[src/rtl/lcd_cmd_stream_arbiter.sv]
// Round-robin packet arbiter feeding the LCD command/pixel FIFO.
// A grant is held from the first word of a packet until its eop beat is accepted.
module lcd_cmd_stream_arbiter #(
    parameter int NUM_SRC    = 3,
    parameter int DATA_WIDTH = 10,
    parameter int IDX_WIDTH  = 2
) (
    input  logic                          clk,
    input  logic                          reset_n,
    input  logic [NUM_SRC-1:0]            src_valid,
    output logic [NUM_SRC-1:0]            src_ready,
    input  logic [NUM_SRC*DATA_WIDTH-1:0] src_data,
    input  logic [NUM_SRC-1:0]            src_eop,
    input  logic [NUM_SRC-1:0]            src_enable,
    output logic                          out_valid,
    input  logic                          out_ready,
    output logic [DATA_WIDTH-1:0]         out_data,
    output logic                          out_eop,
    output logic [NUM_SRC-1:0]            grant,
    output logic                          busy,
    output logic [15:0]                   pkt_count
);

    typedef enum logic {
        IDLE   = 1'b0,
        LOCKED = 1'b1
    } state_t;

    state_t                 state_q, state_d;
    logic [IDX_WIDTH-1:0]   cur_idx_q, cur_idx_d;
    logic [IDX_WIDTH-1:0]   last_idx_q, last_idx_d;
    logic [15:0]            pkt_count_q, pkt_count_d;

    logic [NUM_SRC-1:0]     req;
    logic                   found;
    logic [IDX_WIDTH-1:0]   win_idx;
    logic [IDX_WIDTH-1:0]   cand;
    logic [DATA_WIDTH-1:0]  data_arr [NUM_SRC];

    genvar gi;
    generate
        for (gi = 0; gi < NUM_SRC; gi++) begin : g_data
            assign data_arr[gi] = src_data[gi*DATA_WIDTH +: DATA_WIDTH];
        end
    endgenerate

    assign req = src_valid & src_enable;

    // Walk the sources starting just after the previous owner; first requester wins.
    always_comb begin
        found   = 1'b0;
        win_idx = '0;
        cand    = last_idx_q;
        for (int k = 0; k < NUM_SRC; k++) begin
            cand = (cand == IDX_WIDTH'(NUM_SRC - 1)) ? '0 : cand + 1'b1;
            if (!found && req[cand]) begin
                found   = 1'b1;
                win_idx = cand;
            end
        end
    end

    always_comb begin
        state_d     = state_q;
        cur_idx_d   = cur_idx_q;
        last_idx_d  = last_idx_q;
        pkt_count_d = pkt_count_q;
        out_valid   = 1'b0;
        out_data    = '0;
        out_eop     = 1'b0;
        src_ready   = '0;
        grant       = '0;
        busy        = 1'b0;
        case (state_q)
            IDLE: begin
                if (found) begin
                    state_d   = LOCKED;
                    cur_idx_d = win_idx;
                end
            end
            LOCKED: begin
                busy               = 1'b1;
                grant[cur_idx_q]   = 1'b1;
                out_valid          = src_valid[cur_idx_q];
                out_data           = src_valid[cur_idx_q] ? data_arr[cur_idx_q] : '0;
                out_eop            = src_eop[cur_idx_q];
                src_ready[cur_idx_q] = out_ready;
                // Only the accepted eop word releases the grant.
                if (src_valid[cur_idx_q] && out_ready && src_eop[cur_idx_q]) begin
                    state_d     = IDLE;
                    last_idx_d  = cur_idx_q;
                    pkt_count_d = pkt_count_q + 16'd1;
                end
            end
            default: state_d = IDLE;
        endcase
    end

    always_ff @(posedge clk or negedge reset_n) begin
        if (!reset_n) begin
            state_q     <= IDLE;
            cur_idx_q   <= '0;
            last_idx_q  <= IDX_WIDTH'(NUM_SRC - 1);
            pkt_count_q <= '0;
        end else begin
            state_q     <= state_d;
            cur_idx_q   <= cur_idx_d;
            last_idx_q  <= last_idx_d;
            pkt_count_q <= pkt_count_d;
        end
    end

    assign pkt_count = pkt_count_q;

endmodule

[config.mk]
export PLATFORM = sky130hd
export DESIGN_NAME = lcd_cmd_stream_arbiter
export DESIGN_NICKNAME = d
export VERILOG_FILES = /design/src/rtl/lcd_cmd_stream_arbiter.sv
export SDC_FILE = /design/constraint.sdc
export NUM_CORES = 1
export LEC_CHECK = 0
export ABC_AREA = 1
export BUFFER_PORTS_ARGS = -buffer_cell sky130_fd_sc_hd__buf_2
export CAP_MARGIN = 5
export CORE_UTILIZATION = 46
export DETAILED_ROUTE_END_ITERATION = 8
export PLACE_DENSITY = 0.9
export SLEW_MARGIN = 5
export SYNTH_ARGS = -nofsm -noshare
export SYNTH_HDL_FRONTEND = slang
export SYNTH_SLANG_ARGS = --single-unit
[constraint.sdc]
create_clock -name clk -period 1.6 [get_ports clk]
set_clock_uncertainty 0.1 [all_clocks]
set_input_delay 0.16 -clock clk [delete_from_list [all_inputs] [get_ports clk]]
set_output_delay 0.16 -clock clk [all_outputs]
set_load 0.02 [all_outputs]
==> results.yml, run 1 <==
run_status:
  status: "finished, violations left"
  violations: "setup timing"
logic_synthesis:
  synth.net_count: 290
  synth_top_area_cell: "dfrtp_1"
  async_flop_share_pct: 100.0
  syn_avg_cell_area_sq_um: 6.393
  synth_fa_ha_area_share_pct: 0.7924
  synth-simple-area-share_pct: 41.13
  synth_xor_area_share_pct: 6.577
  synthFlopType: "dfrtp_1"
  synth_edf_count: 0
  synth_compound_area_share_pct: 8.954
  netlist_area_sq_um: 1579
  synth_top_area_share_pct: 31.70
  yosys_warnings: 0
  synth_area_leaders: "dfrtp_1 (32%), nand2_1 (24%), nand3_1 (6.0%), inv_1 (5.9%), nor2_1 (4.3%)"
  netlist_instances: 247
  synth_top_family_by_area: "simple AND/OR/NAND/NOR gates"
  synth_cell_types: 25
  yosysSeqAreaShare_pct: 33.36
  synthMuxAreaShare_pct: 0
  ys_seq_elements: 21
power:
  powerDensity_nw_per_um2: 1977
  p_comb_share_pct: 77.0
  clkPwrFrac_pct: 5.1
  p_seq_share_pct: 17.8
  irDropWorstVdd_v: 0.001238
  p_switching_mw: 2.839
  power.leakage_nw: 1.407
  p_total_mw: 5.399
  p_int_mw: 2.560
  switching_share_pct: 52.58
worst_setup_path:
  slowest_delay_ps: 480
  critical_path.top_delay_family: "simple AND/OR/NAND/NOR gates"
  cp_slowest_cell: "dfrtp_2"
  worst-path-buf-inv: 2
  cp_cell_sequence: "nor2_4 > nand2_1 > nand3_2 > nand2_4 > clkbuf_16 > a31oi_4 > buf_6"
  worstSetupEndpointType: "primary output"
  cp.required_ps: 1340
  worst-path-max-fanout: 5
  arrival_ps: 1780
  start_kind: "flop"
  critPathKind: "reg2out"
global_routing:
  grt_usage_pct: 30.50
  grt_pass1_wl_um: 8217
  overflow: 0
  grt_max_degree: 22
  antenna_found_initial: 0
  grt_pass1_vias: 1818
cts:
  tritoncts: "built"
  insertion_delay_ps: 320
  cts_made_buffers: 3
  cts_buffer_depth: 2
  htree_levels: 1
  clkSlewWorstSetupHoldPaths_ps: 130
  cts_sinks: 21
  cts-root-buf: "clkbuf_4"
cells_and_area:
  final_core_util_pct: 86.63
  final_cells: 397
  syn_to_final_growth_pct: 72.98
  n_antenna_cell: 0
  num-fill-cells: 161
  drive_above_1_share_pct: 49.29
  nets: 397
  design_area_sq_um: 2731
  multi_input_area_sq_um: 1156
  seqCellArea_sq_um: 530.5
timing:
  setup_slack_ps: -437.4
  setup_violations: 37
  rsz0062_at_grt: "true"
  max_freq_ghz: 0.4908
  hold_violations: 0
  finalCritPeriodShare_pct: 127.3
  drv_slew: 0
  period_minus_slack_ps: 2037
  tightest_slew_ps: 513.5
  maxSlewHeadroom_pct: 65.51
placed_design:
  place.port_buffers: 76
  dpl.cell_count: 375
  placed_area_sq_um: 2111
  place_congestion: 0.8540
  dpl.hpwl_um: 3591
routing:
  vias: 2431
  vias_per_cell: 6.123
  ant_nets: 0
  first_iter_violations: 400
  finalWirelength_um: 8200
  route.detailed.drc: 0
  dr.pass1.iters: 6
  routedWlPerCell_um: 20.65
floorplanning:
  rows: 20
  io_pins: 77
  die_h_um: 60.59
  start_util_pct: 50.08
  fp.dieW_um: 60.59
  die-area_sq_um: 3671
  coreArea_sq_um: 3153
flow_run:
  drv_cap: 0
min_path:
  hold_class: "in2async"
==> state kept, by name, summed over array words and instances (netlist names) <==
register	count
pkt_count	16
cur_idx_q	2
state_q	1
last_idx_q	2
==> Yosys cell counts (all sizes together) (3+ instances only) <==
cell type / instances
buf: 5
o21ai: 14
clkbuf: 3
xnor2: 3
xor2: 8
a31oi: 10
dfrtp: 20
nor2: 20
nand3: 20
nand4: 4
nor3: 11
nand2: 99
inv: 26
==> power groups by stage <==
stage | logic [mW] | clock network (mW) | registers [mW]
after global placement | 2.48 | 0 | 0.897
after CTS | 2.88 | 0.266 | 0.911
final | 4.16 | 0.276 | 0.963
after global routing | 4.38 | 0.285 | 0.982
after floorplan | 1.49 | 0 | 1.06
after detailed placement | 2.54 | 0 | 0.908
==> metrics by stage <==
step	hold WS [ps]	setup TNS [ps]	worst slack [ps]
after detailed placement	44.04	-428.1	-51.68
after global routing	271.5	-13700	-585.4
after CTS	234.4	-4156	-302.7
after floorplan	-235.6	-531.6	-58.57
final	225.0	-9809	-437.4
after global placement	35.25	0	34.94
==> final timing paths <==
check	from	to	slack [ps]	cells after the start
setup / recovery	cur_idx_q[0]$_DFFE_PN0P_	out_data[3]	-440	7
hold / removal	reset_n	pkt_count[4]$_DFFE_PN0P_	230	2
setup reg to reg	cur_idx_q[1]$_DFFE_PN0P_	pkt_count[7]$_DFFE_PN0P_	-340	13
hold reg to reg	last_idx_q[1]$_DFFE_PN1P_	last_idx_q[1]$_DFFE_PN1P_	500	2
max in group asynchronous	reset_n	state_q$_DFF_PN0_	780	2
min in group clk	out_ready	pkt_count[14]$_DFFE_PN0P_	270	5
==> final cells by class <==
type	instances	area share, %
Tap cell	44	2.016
Timing Repair Buffer	110	31.29
Clock buffer	4	0.9620
Sequential cell	21	19.42
Inverter	26	3.985
Multi-Input combinational cell	192	42.33
==> kinds of logic after synthesis <==
logic type	Yosys count
compound gates	25
simple gates	155
xor+xnor	11
flops	21
buf+inv	34
fa+ha+maj	1
==> timing repair <==
item | 4_1_cts | 5_1_grt
gates cloned | 2 | 2
buffers inserted | 5 | 9
endpoints found under the hold margin | 20 | 0
pin swaps | 3 | 13
hold buffers | 1 | 0
gates resized for setup | 20 | 91
endpoints found under the setup margin | 27 | 39
==> placed cells by master (no fill, tap or decap), types with 4 or more instances in the layout <==
cell type and instances:
a31oi_1 6, a31oi_4 4, buf_2 58, buf_4 25, buf_6 19, dfrtp_1 17, inv_1 19, inv_2 4
nand2_1 76, nand2_2 17, nand2_4 6, nand3_1 16, nand3_2 4, nand4_1 4, nor2_1 12, nor2_4 5
nor3_1 8, o21ai_1 6, o21ai_2 8, xor2_1 7
==> per-layer routing <==
| layer | global-route usage [%] | vias up | share of wire [%] |
|---|---|---|---|
| li1 | - | 1000 | - |
| met1 | 37.74 | 1119 | 34 |
| met2 | 51.81 | 241 | 49 |
| met3 | 5.330 | 71 | 11 |
| met4 | 14.29 | 0 | 6.5 |
| met5 | 0 | - | 0 |
Power figures use the tool's default switching activity.
==> run 2: changes to the inputs <==
- RECOVER_POWER: not set -> 25
==> results.yml, run 2 (synthesis gave the netlist of run 1 again) <==
run_status:
  status: "finished, violations left"
  violations: "setup timing"
timing:
  max_freq_ghz: 0.4913
  setup_slack_ps: -435.4
  period_minus_slack_ps: 2035
  maxSlewHeadroom_pct: 61.65
  setup_violations: 37
  finalCritPeriodShare_pct: 127.2
  drv_slew: 0
  holdWs_ps: 245.8
  rsz0062_at_grt: "true"
  hold_violations: 0
  tightest_slew_ps: 575.3
worst_setup_path:
  arrival_ps: 1780
  worst-path-buf-inv: 2
  slowest_delay_ps: 480
  r2r_cells: 13
  worstSetupEndpointType: "primary output"
  path_depth: 7
  cp_cell_sequence: "nor2_4 > nand2_1 > nand3_2 > nand2_4 > clkbuf_16 > a31oi_4 > buf_6"
  critical_path.top_delay_family: "simple AND/OR/NAND/NOR gates"
  cp.required_ps: 1340
  critPathKind: "reg2out"
  worst-path-max-fanout: 5
  start_kind: "flop"
  cp_slowest_cell: "dfrtp_2"
flow_run:
  drv_cap: 0
cts:
  insertion_delay_ps: 320
  cts_buffer_depth: 2
  cts_made_buffers: 3
  tritoncts: "built"
  htree_levels: 1
  clkSlewWorstSetupHoldPaths_ps: 140
  cts-root-buf: "clkbuf_4"
  cts_sinks: 21
floorplanning:
  die-area_sq_um: 3671
  rows: 20
  io_pins: 77
  start_util_pct: 50.08
  fp.dieW_um: 60.59
  die_h_um: 60.59
  coreArea_sq_um: 3153
min_path:
  hold_class: "in2async"
power:
  irDropWorstVdd_v: 0.001226
  powerDensity_nw_per_um2: 1976
  power.leakage_nw: 1.407
cells_and_area:
  seqCellArea_sq_um: 530.5
  final_cell_mix: "nand2_1 (76), buf_2 (57), buf_4 (25), inv_1 (19), buf_6 (19)"
  n_antenna_cell: 0
  nets: 397
  multi_input_area_sq_um: 1156
  largest_register_ffs: 16
  layout_commonest_cell: "nand2_1"
  drive_above_1_share_pct: 49.29
  num-fill-cells: 161
  final_core_util_pct: 86.63
  syn_to_final_growth_pct: 72.98
placed_design:
  dpl.hpwl_um: 3591
  place.port_buffers: 76
  place_congestion: 0.8540
  place_ws_ps: -51.68
routing:
  first_iter_violations: 402
  routedWlPerCell_um: 20.54
  dr.pass1.iters: 5
  vias_per_cell: 6.176
  finalWirelength_um: 8154
  vias: 2452
  route.detailed.drc: 0
  ant_nets: 0
global_routing:
  antenna_found_initial: 0
  grt_pass1_vias: 1818
  grt_pass1_wl_um: 8217
  overflow: 0
  grt_max_degree: 22
  grt_usage_pct: 30.50
-- run 2: cell count changes in the layout (fill, tap and decap cells not counted) --
cell,change
buf_2,-1
clkbuf_2,+1
-- run 2: final cells by class --
cell class | count | share of cell area [%]
multi-input combinational | 192 | 42.33
timing repair buffer | 110 | 31.29
sequential | 21 | 19.42
inverter | 26 | 3.985
clock buffer | 4 | 0.9620
tap | 44 | 2.016
-- run 2: worst register-to-register path: stages (launching register included) --
cell	delay, ps
dfrtp_1	450
inv_2	120
nand2_2	60
inv_2	70
buf_6	110
nand2_2	50
nand3_2	80
nand2_2	70
nor2_4	220
buf_12	170
buf_12	100
buf_12	130
nand2_2	60
o21ai_1	100
-- run 2: path summary, 6_finish.rpt --
| kind | from | to | slack (ps) |
|---|---|---|---|
| max | cur_idx_q[0]$_DFFE_PN0P_ | out_data[3] | -440 |
| min | reset_n | pkt_count[4]$_DFFE_PN0P_ | 250 |
| max reg2reg | cur_idx_q[1]$_DFFE_PN0P_ | pkt_count[7]$_DFFE_PN0P_ | -350 |
| min reg2reg | last_idx_q[1]$_DFFE_PN1P_ | last_idx_q[1]$_DFFE_PN1P_ | 500 |
| max in group asynchronous | reset_n | state_q$_DFF_PN0_ | 720 |
| min in group clk | out_ready | pkt_count[14]$_DFFE_PN0P_ | 270 |
-- run 2: metrics by stage --
| stage | area (sq um) | std cells | power [mW] | setup TNS, ps |
|---|---|---|---|---|
| after global placement | 2111 | 375 | 3.376 | 0 |
| final | 2731 | 397 | 5.397 | -9717 |
| after floorplan | 1590 | 247 | 2.554 | -531.6 |
| after CTS | 2317 | 387 | 4.061 | -4156 |
| after global routing | 2731 | 397 | 5.652 | -13700 |
| after detailed placement | 2111 | 375 | 3.445 | -428.1 |
-- run 2: metal layers --
layer  global-route usage [%]  part of all wire (%)  vias up
met5                        0                     0        -
met3                    5.330                    11       77
met2                    51.81                    48      246
met1                    37.74                    34     1127
met4                    14.29                   7.1        0
li1                         -                     -     1002
-- run 2: what timing repair did --
action,in CTS,in global routing
endpoints found under the setup margin,27,39
buffers inserted,5,9
hold buffers,1,0
gates resized for setup,20,91
endpoints found under the hold margin,20,0
pin swaps,3,13
cloned,2,2
-- run 2: power breakdown --
group | leakage, nW | switching, mW | internal [mW]
clock | 0.0150 | 0.180 | 0.0975
combinational | 1.13 | 2.42 | 1.74
sequential | 0.267 | 0.242 | 0.724
total | 1.41 | 2.84 | 2.56
==> run 3: changes to the inputs <==
- PLACE_DENSITY: 0.9 -> 0.8
==> results.yml, run 3 (synthesis gave the netlist of run 1 again) <==
run_status:
  status: "finished, violations left"
  violations: "setup timing"
timing:
  setup_violations: 36
  tightest_slew_ps: 537.5
  drv_slew: 0
  finalCritPeriodShare_pct: 123.8
  rsz0062_at_grt: "true"
  period_minus_slack_ps: 1980
  setup_slack_ps: -380.2
  maxSlewHeadroom_pct: 64.17
  hold_violations: 0
  max_freq_ghz: 0.5050
power:
  irDropWorstVdd_v: 0.001101
  power.leakage_nw: 1.291
  p_total_mw: 4.779
  powerDensity_nw_per_um2: 1883
cells_and_area:
  num-fill-cells: 198
  largest_register_ffs: 16
  syn_to_final_growth_pct: 60.70
  final_cell_mix: "nand2_1 (89), buf_2 (59), buf_4 (26), inv_1 (22)"
  drive_above_1_share_pct: 41.83
  layout_commonest_cell: "nand2_1"
  nets: 393
  design_area_sq_um: 2537
  n_antenna_cell: 0
floorplanning:
  start_util_pct: 50.08
  fp.dieW_um: 60.59
  die_h_um: 60.59
  coreArea_sq_um: 3153
  die-area_sq_um: 3671
  io_pins: 77
  rows: 20
global_routing:
  antenna_found_initial: 0
  grt_pass1_wl_um: 7224
  grt_max_degree: 22
  grt_pass1_vias: 1835
  grt_usage_pct: 26.06
  overflow: 0
routing:
  finalWirelength_um: 6141
  vias: 2225
  first_iter_violations: 167
  routedWlPerCell_um: 15.63
  dr.pass1.iters: 6
  vias_per_cell: 5.662
  route.detailed.drc: 0
  ant_nets: 0
worst_setup_path:
  cp.required_ps: 1340
  cp_slowest_cell: "dfrtp_2"
  arrival_ps: 1720
  worst-path-max-fanout: 10
  worst-path-buf-inv: 5
  critical_path.top_delay_family: "buffers and inverters"
  worstSetupEndpointType: "primary output"
  critPathKind: "reg2out"
  start_kind: "flop"
  cp_cell_sequence: "inv_2 > nand2_2 > inv_2 > buf_4 > buf_6 > nand2_2 > a31oi_4 > buf_6"
  slowest_delay_ps: 460
cts:
  tritoncts: "built"
  insertion_delay_ps: 320
  htree_levels: 1
  cts_made_buffers: 3
  clkSlewWorstSetupHoldPaths_ps: 120
  cts_buffer_depth: 2
  cts_sinks: 21
  cts-root-buf: "clkbuf_4"
flow_run:
  drv_cap: 0
placed_design:
  place_congestion: 0.8249
  dpl.hpwl_um: 3537
  placed_area_sq_um: 2146
  place.port_buffers: 76
min_path:
  hold_class: "in2async"
run 3: metrics by stage:
stage                     setup WS [ps]  TNS (ps)  std cells  util (%)  hold WS [ps]
after global routing             -476.3     -9743        393     80.48         304.0
after global placement            31.04         0        378     68.06         42.09
after CTS                        -313.3     -4629        388     72.82         220.7
final                            -380.2     -7121        393     80.48         242.2
after detailed placement         -36.45    -266.8        378     68.06         41.18
after floorplan                  -58.57    -531.6        247         -        -235.6
run 3: final timing paths:
kind	start	to	slack (ps)	cells after the start
setup / recovery	cur_idx_q[1]$_DFFE_PN0P_	out_data[8]	-380	8
hold / removal	reset_n	pkt_count[4]$_DFFE_PN0P_	240	2
setup reg to reg	cur_idx_q[1]$_DFFE_PN0P_	pkt_count[2]$_DFFE_PN0P_	-210	13
hold reg to reg	pkt_count[14]$_DFFE_PN0P_	pkt_count[14]$_DFFE_PN0P_	510	2
max in group asynchronous	reset_n	cur_idx_q[0]$_DFFE_PN0P_	770	2
min in group clk	out_ready	pkt_count[6]$_DFFE_PN0P_	290	6
run 3: area by class of cell:
class / instances / area (sq um) / share of cell area [%]
clock buffers: 3 / 22.52 / 0.8876
inverters: 26 / 100.1 / 3.945
flip-flops and latches: 21 / 531.8 / 20.96
clock inverters: 1 / 5.005 / 0.1972
multi-input cells: 192 / 1056 / 41.62
well taps: 44 / 55.05 / 2.170
repair buffers: 106 / 767.0 / 30.23
run 3: routing by layer:
layer  up-vias  wire, um  GRT usage [%]
li1       1000         -              -
met1      1035      2185          31.17
met5         -         0              0
met3        41       439          4.904
met2       149      3225          46.62
met4         0       290          9.416
run 3: report_power, final:
group          internal [mW]  switching [mW]
combinational           1.51            2.05
clock                 0.0937           0.174
sequential             0.726           0.218
run 3: what timing repair did:
action | CTS | global route
setup endpoints to repair | 25 | 39
cloned | 2 | 1
hold endpoints to repair | 20 | 0
resized for setup | 20 | 49
setup buffers | 3 | 5
hold buffers | 1 | 0
pin swaps | 0 | 7
